### config.mk
export PLATFORM = sky130hd
export DESIGN_NAME = popcount_pipe
export DESIGN_NICKNAME = d
export VERILOG_FILES = /design/src/rtl/popcount_pkg.sv /design/src/rtl/popcount_pipe_level.sv /design/src/rtl/popcount_pipe.sv
export SDC_FILE = /design/constraint.sdc
export NUM_CORES = 1
export LEC_CHECK = 0
export CORE_UTILIZATION = 42
export DETAILED_ROUTE_END_ITERATION = 10
export PLACE_DENSITY = 0.64
export REMOVE_ABC_BUFFERS = 1
export SLEW_MARGIN = 20
export SYNTH_ARGS = -nofsm -noshare
export SYNTH_HDL_FRONTEND = slang
export SYNTH_SLANG_ARGS = --single-unit
### constraint.sdc
create_clock -name clk -period 1.9 [get_ports clk]
set_input_delay 0.38 -clock clk [delete_from_list [all_inputs] [get_ports clk]]
set_output_delay 0.38 -clock clk [all_outputs]
set_load 0.005 [all_outputs]
### src/rtl/popcount_pkg.sv
// popcount_pkg: shared helpers for the pipelined population counter.
//   clog2_ceil(n)      - ceil(log2(n)), 0 for n <= 1
//   cnt_w(n)           - width needed to hold a count of 0..n
//   lvl_w/lvl_off      - width and offset of each tree level in the packed tree vector
//   sat_add(acc,inc,w) - w-bit saturating add; bit 64 of the result flags a clamp
package popcount_pkg;

    function automatic int unsigned clog2_ceil(input int unsigned n);
        int unsigned r;
        r = 0;
        for (int unsigned i = 0; i < 32; i++) begin
            if ((64'd1 << i) < 64'(n)) r = i + 1;
        end
        return r;
    endfunction

    function automatic int unsigned cnt_w(input int unsigned n);
        return clog2_ceil(n + 1);
    endfunction

    // Level 0 is the padded input (one bit per leaf); level k holds 2^(lvl-k)
    // sums of k+1 bits, except the last level which is cut to the count width.
    function automatic int unsigned lvl_w(input int unsigned lvl, input int unsigned cw,
                                          input int unsigned k);
        if (k == 0) return 32'd1 << lvl;
        if (k == lvl) return cw;
        return (32'd1 << (lvl - k)) * (k + 1);
    endfunction

    function automatic int unsigned lvl_off(input int unsigned lvl, input int unsigned cw,
                                            input int unsigned k);
        int unsigned o;
        o = 0;
        for (int unsigned j = 0; j < k; j++) o += lvl_w(lvl, cw, j);
        return o;
    endfunction

    function automatic logic [64:0] sat_add(input logic [63:0] acc, input logic [63:0] inc,
                                            input int unsigned w);
        logic [64:0] sum;
        logic [64:0] lim;
        sum = {1'b0, acc} + {1'b0, inc};
        lim = (65'd1 << w) - 65'd1;
        if (sum > lim) return {1'b1, lim[63:0]};
        return {1'b0, sum[63:0]};
    endfunction

endpackage

### src/rtl/popcount_pipe_level.sv
// popcount_level: one registered adder-tree level.
//   clk_i, rst_i   - clock, synchronous active-high reset
//   adv_i          - pipeline advance enable; when low data and valid hold
//   valid_i/data_i - previous level: 2*PAIRS operands of IW bits each
//   valid_o/data_o - PAIRS registered sums of OW bits each (OW >= IW)
module popcount_level #(
    parameter int unsigned PAIRS = 1,
    parameter int unsigned IW    = 1,
    parameter int unsigned OW    = 2
) (
    input  logic                  clk_i,
    input  logic                  rst_i,
    input  logic                  adv_i,
    input  logic                  valid_i,
    input  logic [2*PAIRS*IW-1:0] data_i,
    output logic                  valid_o,
    output logic [PAIRS*OW-1:0]   data_o
);

    logic [PAIRS*OW-1:0] sum_d;
    logic [PAIRS*OW-1:0] sum_q;
    logic                valid_q;

    always_comb begin
        sum_d = '0;
        for (int unsigned p = 0; p < PAIRS; p++) begin
            sum_d[p*OW +: OW] = OW'(data_i[2*p*IW +: IW]) + OW'(data_i[(2*p+1)*IW +: IW]);
        end
    end

    always_ff @(posedge clk_i) begin
        if (rst_i) begin
            valid_q <= 1'b0;
            sum_q   <= '0;
        end else if (adv_i) begin
            valid_q <= valid_i;
            sum_q   <= sum_d;
        end
    end

    assign valid_o = valid_q;
    assign data_o  = sum_q;

endmodule

### src/rtl/popcount_pipe.sv
// popcount_pipe: fully pipelined population counter with valid/ready flow
// control and a saturating running accumulator of delivered counts.
//   clk, rst             - clock, synchronous active-high reset
//   in_valid/in_ready    - input handshake; in_ready = ~out_valid | out_ready
//   in_data              - N_IN-bit word to count
//   out_valid/out_ready  - output handshake
//   out_count            - number of ones in the beat (CW bits)
//   acc_clr              - clear accumulator (a coinciding transfer loads its count)
//   acc_total, acc_sat   - saturating sum of transferred counts, sticky clamp flag
// Optional (macro POPCOUNT_THRESH_EN): thresh input, out_hit = out_count >= thresh.
module popcount_pipe
    import popcount_pkg::*;
#(
    parameter int unsigned N_IN  = 16,
    parameter int unsigned CW    = cnt_w(N_IN),
    parameter int unsigned ACC_W = 16,
    parameter int unsigned LVL   = clog2_ceil(N_IN)
) (
    input  logic             clk,
    input  logic             rst,
    input  logic             in_valid,
    output logic             in_ready,
    input  logic [N_IN-1:0]  in_data,
    output logic             out_valid,
    input  logic             out_ready,
    output logic [CW-1:0]    out_count,
    input  logic             acc_clr,
    output logic [ACC_W-1:0] acc_total,
    output logic             acc_sat
`ifdef POPCOUNT_THRESH_EN
    ,
    input  logic [CW-1:0]    thresh,
    output logic             out_hit
`endif
);

    localparam int unsigned NP      = 32'd1 << LVL;
    localparam int unsigned TW      = lvl_off(LVL, CW, LVL + 1);
    localparam int unsigned OUT_OFF = lvl_off(LVL, CW, LVL);

    // All tree levels packed back to back; level k lives at lvl_off(k).
    logic [TW-1:0]   tree;
    logic [LVL:0]    vld;
    logic            adv;
    logic            xfer;

    logic [N_IN-1:0] s0_data_q;
    logic            s0_valid_q;

    assign adv      = ~out_valid | out_ready;
    assign in_ready = adv;
    assign xfer     = out_valid & out_ready;

    always_ff @(posedge clk) begin
        if (rst) begin
            s0_valid_q <= 1'b0;
            s0_data_q  <= '0;
        end else if (adv) begin
            s0_valid_q <= in_valid;
            s0_data_q  <= in_data;
        end
    end

    assign vld[0]           = s0_valid_q;
    assign tree[N_IN-1:0]   = s0_data_q;
    if (NP > N_IN) begin : g_pad
        assign tree[NP-1:N_IN] = '0;
    end

    for (genvar k = 1; k <= LVL; k++) begin : g_lvl
        localparam int unsigned PAIRS = NP >> k;
        localparam int unsigned OWD   = (k == LVL) ? CW : k + 1;
        popcount_level #(
            .PAIRS(PAIRS),
            .IW   (k),
            .OW   (OWD)
        ) u_level (
            .clk_i  (clk),
            .rst_i  (rst),
            .adv_i  (adv),
            .valid_i(vld[k-1]),
            .data_i (tree[lvl_off(LVL, CW, k-1) +: lvl_w(LVL, CW, k-1)]),
            .valid_o(vld[k]),
            .data_o (tree[lvl_off(LVL, CW, k) +: lvl_w(LVL, CW, k)])
        );
    end

    assign out_valid = vld[LVL];
    assign out_count = tree[OUT_OFF +: CW];

    logic [ACC_W-1:0] acc_d, acc_q;
    logic             sat_d, sat_q;
    logic [64:0]      sat_res;

    always_comb begin
        sat_res = sat_add(64'(acc_q), 64'(out_count), ACC_W);
        acc_d   = acc_q;
        sat_d   = sat_q;
        if (acc_clr) begin
            acc_d = xfer ? ACC_W'(out_count) : '0;
            sat_d = 1'b0;
        end else if (xfer) begin
            acc_d = ACC_W'(sat_res);
            sat_d = sat_q | sat_res[64];
        end
    end

    always_ff @(posedge clk) begin
        if (rst) begin
            acc_q <= '0;
            sat_q <= 1'b0;
        end else begin
            acc_q <= acc_d;
            sat_q <= sat_d;
        end
    end

    assign acc_total = acc_q;
    assign acc_sat   = sat_q;

`ifdef POPCOUNT_THRESH_EN
    assign out_hit = out_valid & (out_count >= thresh);
`endif

endmodule
==> reports/qor.txt <==
Run status: finished clean
Area of the placeable core: 0.008299 mm2
Yosys reg bits: 79
Leading cell type in the layout, fill and taps excluded: nand2_1
Highest-count cells in the layout ignoring fill and taps: nand2_1 (115), dfxtp_1 (75), a21oi_1 (65)
Peak ir drop on the vdd network: 0.0005600 V
Signed area change from the synthesized netlist to the final layout: 29.27%
Global-route wire length before repair: 13.21 mm
Post-synthesis average cell area: 8.278 um2
Routed wire length: 7.589 mm
Number of warning messages in the yosys log: 0
Sequential element share of the synthesized area: 43.42%
Y dimension of the die: 95.13 um
Starting Density: 43.89%
Largest clock skew in the final design: 0.007844 ns
Quantity of I/O buffers inserted on ports: 44
Setup-failing EPs final: 0
Crit Path Max Fanout: 6
Horizontal die dimension: 95.13 um
Type of the setup path with the least slack: flip-flop to flip-flop
Pwr Total: 3.069 mW
Number of max-cap violations: 0
Highest achievable clock rate: 527.6 MHz
DRC violations left: 0
Data required time of the critical path: 2.15 ns
Antenna violation net count after detailed routing: 0
Crit path max-delay cell type: dfxtp_2
Power per standard cell area: 651.9 mW/mm2
Crit path buffers/inverters: 2
H-Tree Level Count: 3
Max incr delay on CP: 0.36 ns
Gr usage total: 18.40%
Vias: 3,116
Critical path capture point type: flip-flop
Type of origin of the critical path: flip-flop
RePlAce Congestion: 0.8148
Number of library cell types mapped by synthesis: 39
Total gr overflow: 0
RSZ-0062 raised after global routing: yes
Number of fillers in the final layout: 754
Placed insts: 594
Final cycle utilization of the critical path: 99.76%
Static leakage: 1.877 nW
Largest net degree at the start of global routing: 65
Class of the tightest hold or removal check: input port to flip-flop
Fin util: 56.73%
CTS buffer count: 9
Row cnt: 33
Cell area after synthesis: 0.003642 mm2
Number of clock sinks: 79
Max-slew violation total from the final report: 0
# nets final: 559
Hold slack final: 0.3145 ns
Time the worst path needs with I/O delays and setup: 1.896 ns
TritonCTS clock tree: done
Count of TritonRoute iterations in the first routing pass: 5
Share of cells above drive strength 1: 14.99%
Average via count per standard cell: 5.092
# IOs: 45
Relative slew margins: 73.61%
Worst-Margin Slew: 0.3944 ns
Clk Latency, worst-skew pair: 0.34 ns
Number of standard cells in the layout, taps in and fillers out: 612
Half-perimeter wire length after detailed placement: 5.144 mm
Max Root-Sink Buffers: 2
CP Data Arrival Time: 2.15 ns
Top cell family by delay on the critical path: compound AO/OA/AOI/OAI gates
Overall die area: 0.009049 mm2
Root buffer selected by CTS: clkbuf_8
Cells after Synth: 440
Clock slew at reported path FFs: 0.08 ns
Cell-by-cell listing of the critical path: ha_4, inv_2, fa_2, nand2b_4, a21oi_2, o21a_1, buf_6, nor3_4, o41ai_2
Number of hold violations in the final report: 0
N_diodes: 0
Violation count after the first detailed-routing iteration: 123
Initial antenna violation count: 0
Number of global-route vias before repair: 2,947
Average wire per cell in the routed design: 12.40 um
==> worst register-to-register path, delay by kind of cell, from the launching register on <==
| kind | cells | cell delay, ns |
|---|---|---|
| simple gates | 2 | 0.20 |
| flops | 1 | 0.36 |
| buf+inv | 2 | 0.18 |
| compound gates | 3 | 0.60 |
| fa+ha+maj | 2 | 0.47 |
==> synthesized netlist by cell type <==
cell type	count	area [um2]
a21o_1	5	37.54
buf_1	2	7.510
nor3_1	14	70.07
and3_1	2	12.51
a221o_2	1	11.26
ha_1	27	337.8
clkbuf_1	20	75.07
buf_6	1	11.26
a221oi_2	1	15.01
a21oi_1	67	335.3
o21ai_0	5	25.02
nor4_1	1	6.260
a211oi_1	14	105.1
o21a_1	2	15.01
nand2b_1	1	6.260
and2_1	1	6.260
a31oi_1	4	25.02
fa_1	8	160.2
nand2_1	115	431.7
nand4_1	1	6.260
buf_2	1	5.000
inv_1	14	52.55
dfxtp_1	79	1582
and3_2	1	7.510
o31ai_1	1	7.510
nor3b_1	1	7.510
inv_2	1	3.750
or2_2	1	6.260
and4_1	1	8.760
nand3_2	1	10.01
xnor2_1	5	43.79
a2bb2oi_1	1	8.760
nor2b_1	5	31.28
a311oi_1	1	8.760
o41ai_1	3	26.28
and2b_1	1	7.510
nand3_1	4	20.02
nor2_1	26	97.59
o21bai_1	1	7.510
==> metrics by stage <==
stage / setup TNS [ns] / instance area (um2) / setup WS [ns]
6_report: 0 / 4708 / 0.004482
3_3_place_gp: -0.7291 / 4385 / -0.1025
2_1_floorplan: -119.71 / 3543 / -1.957
5_1_grt: -0.3427 / 4708 / -0.06790
4_1_cts: -0.04911 / 4593 / -0.01998
3_5_place_dp: -1.535 / 4385 / -0.2042
==> where the power goes <==
group | total, mW | switching, mW | internal, mW | leakage (nW)
sequential | 1.76 | 0.0377 | 1.72 | 0.647
combinational | 0.251 | 0.122 | 0.129 | 1.15
clock | 1.06 | 0.558 | 0.504 | 0.0805
total | 3.07 | 0.718 | 2.35 | 1.88
==> final timing paths <==
| kind | from | cells after the start | end | slack [ns] |
|---|---|---|---|---|
| setup / recovery | g_lvl[4].u_level.data_o[0] | 9 | acc_total[2] | 0.004 |
| hold reg to reg | s0_valid_q | 2 | s0_valid_q | 0.45 |
| setup reg to reg | g_lvl[4].u_level.data_o[0] | 9 | acc_total[2] | 0.004 |
| hold / removal | rst | 2 | g_lvl[3].u_level.valid_o | 0.31 |
==> final cells by class <==
class / instances / area (um2) / area share (%)
Clock buffer: 14 / 152.6 / 3.242
Clock inverter: 1 / 5.005 / 0.1063
Inverter: 15 / 56.30 / 1.196
Multi-Input combinational cell: 322 / 2044 / 43.42
Sequential cell: 79 / 1587 / 33.70
Tap cell: 105 / 131.4 / 2.790
Timing Repair Buffer: 76 / 732.0 / 15.55
==> metal layers <==
| metal | routed length, um | vias up | GRT usage (%) |
|---|---|---|---|
| met5 | 0 | - | 0 |
| met4 | 85 | 0 | 5.556 |
| met3 | 250 | 7 | 4.625 |
| met2 | 3547 | 51 | 29.46 |
| met1 | 3706 | 1439 | 24.33 |
| li1 | - | 1619 | - |
==> what timing repair did <==
item / in CTS / in global routing
gates resized for setup: 14 / 17
endpoints found under the setup margin: 17 / 14
hold buffers: 0 / 0
buffers inserted: 0 / 3
pin swaps: 6 / 8
gates cloned: 0 / 0
==> kinds of logic (layout without fill, tap and decap cells) <==
group                      count (synthesis)  count (layout)  synth area share, %
AOI/OAI and AO/OA                        106             106                17.24
xor gates and xnor gates                   5               5                1.202
adders and majority gates                 35              35                13.67
buffers and inverters                     39             106                4.259
DFF                                       79              79                43.42
and+or+nand+nor                          176             176                20.20
==> sequential cells by signal, summed over array words and instances (netlist names) <==
signal                 count
g_lvl.u_level.data_o      41
acc_total                 16
s0_data_q                 16
g_lvl.u_level.valid_o      4
s0_valid_q                 1
acc_sat                    1
Power figures use the tool's default switching activity.
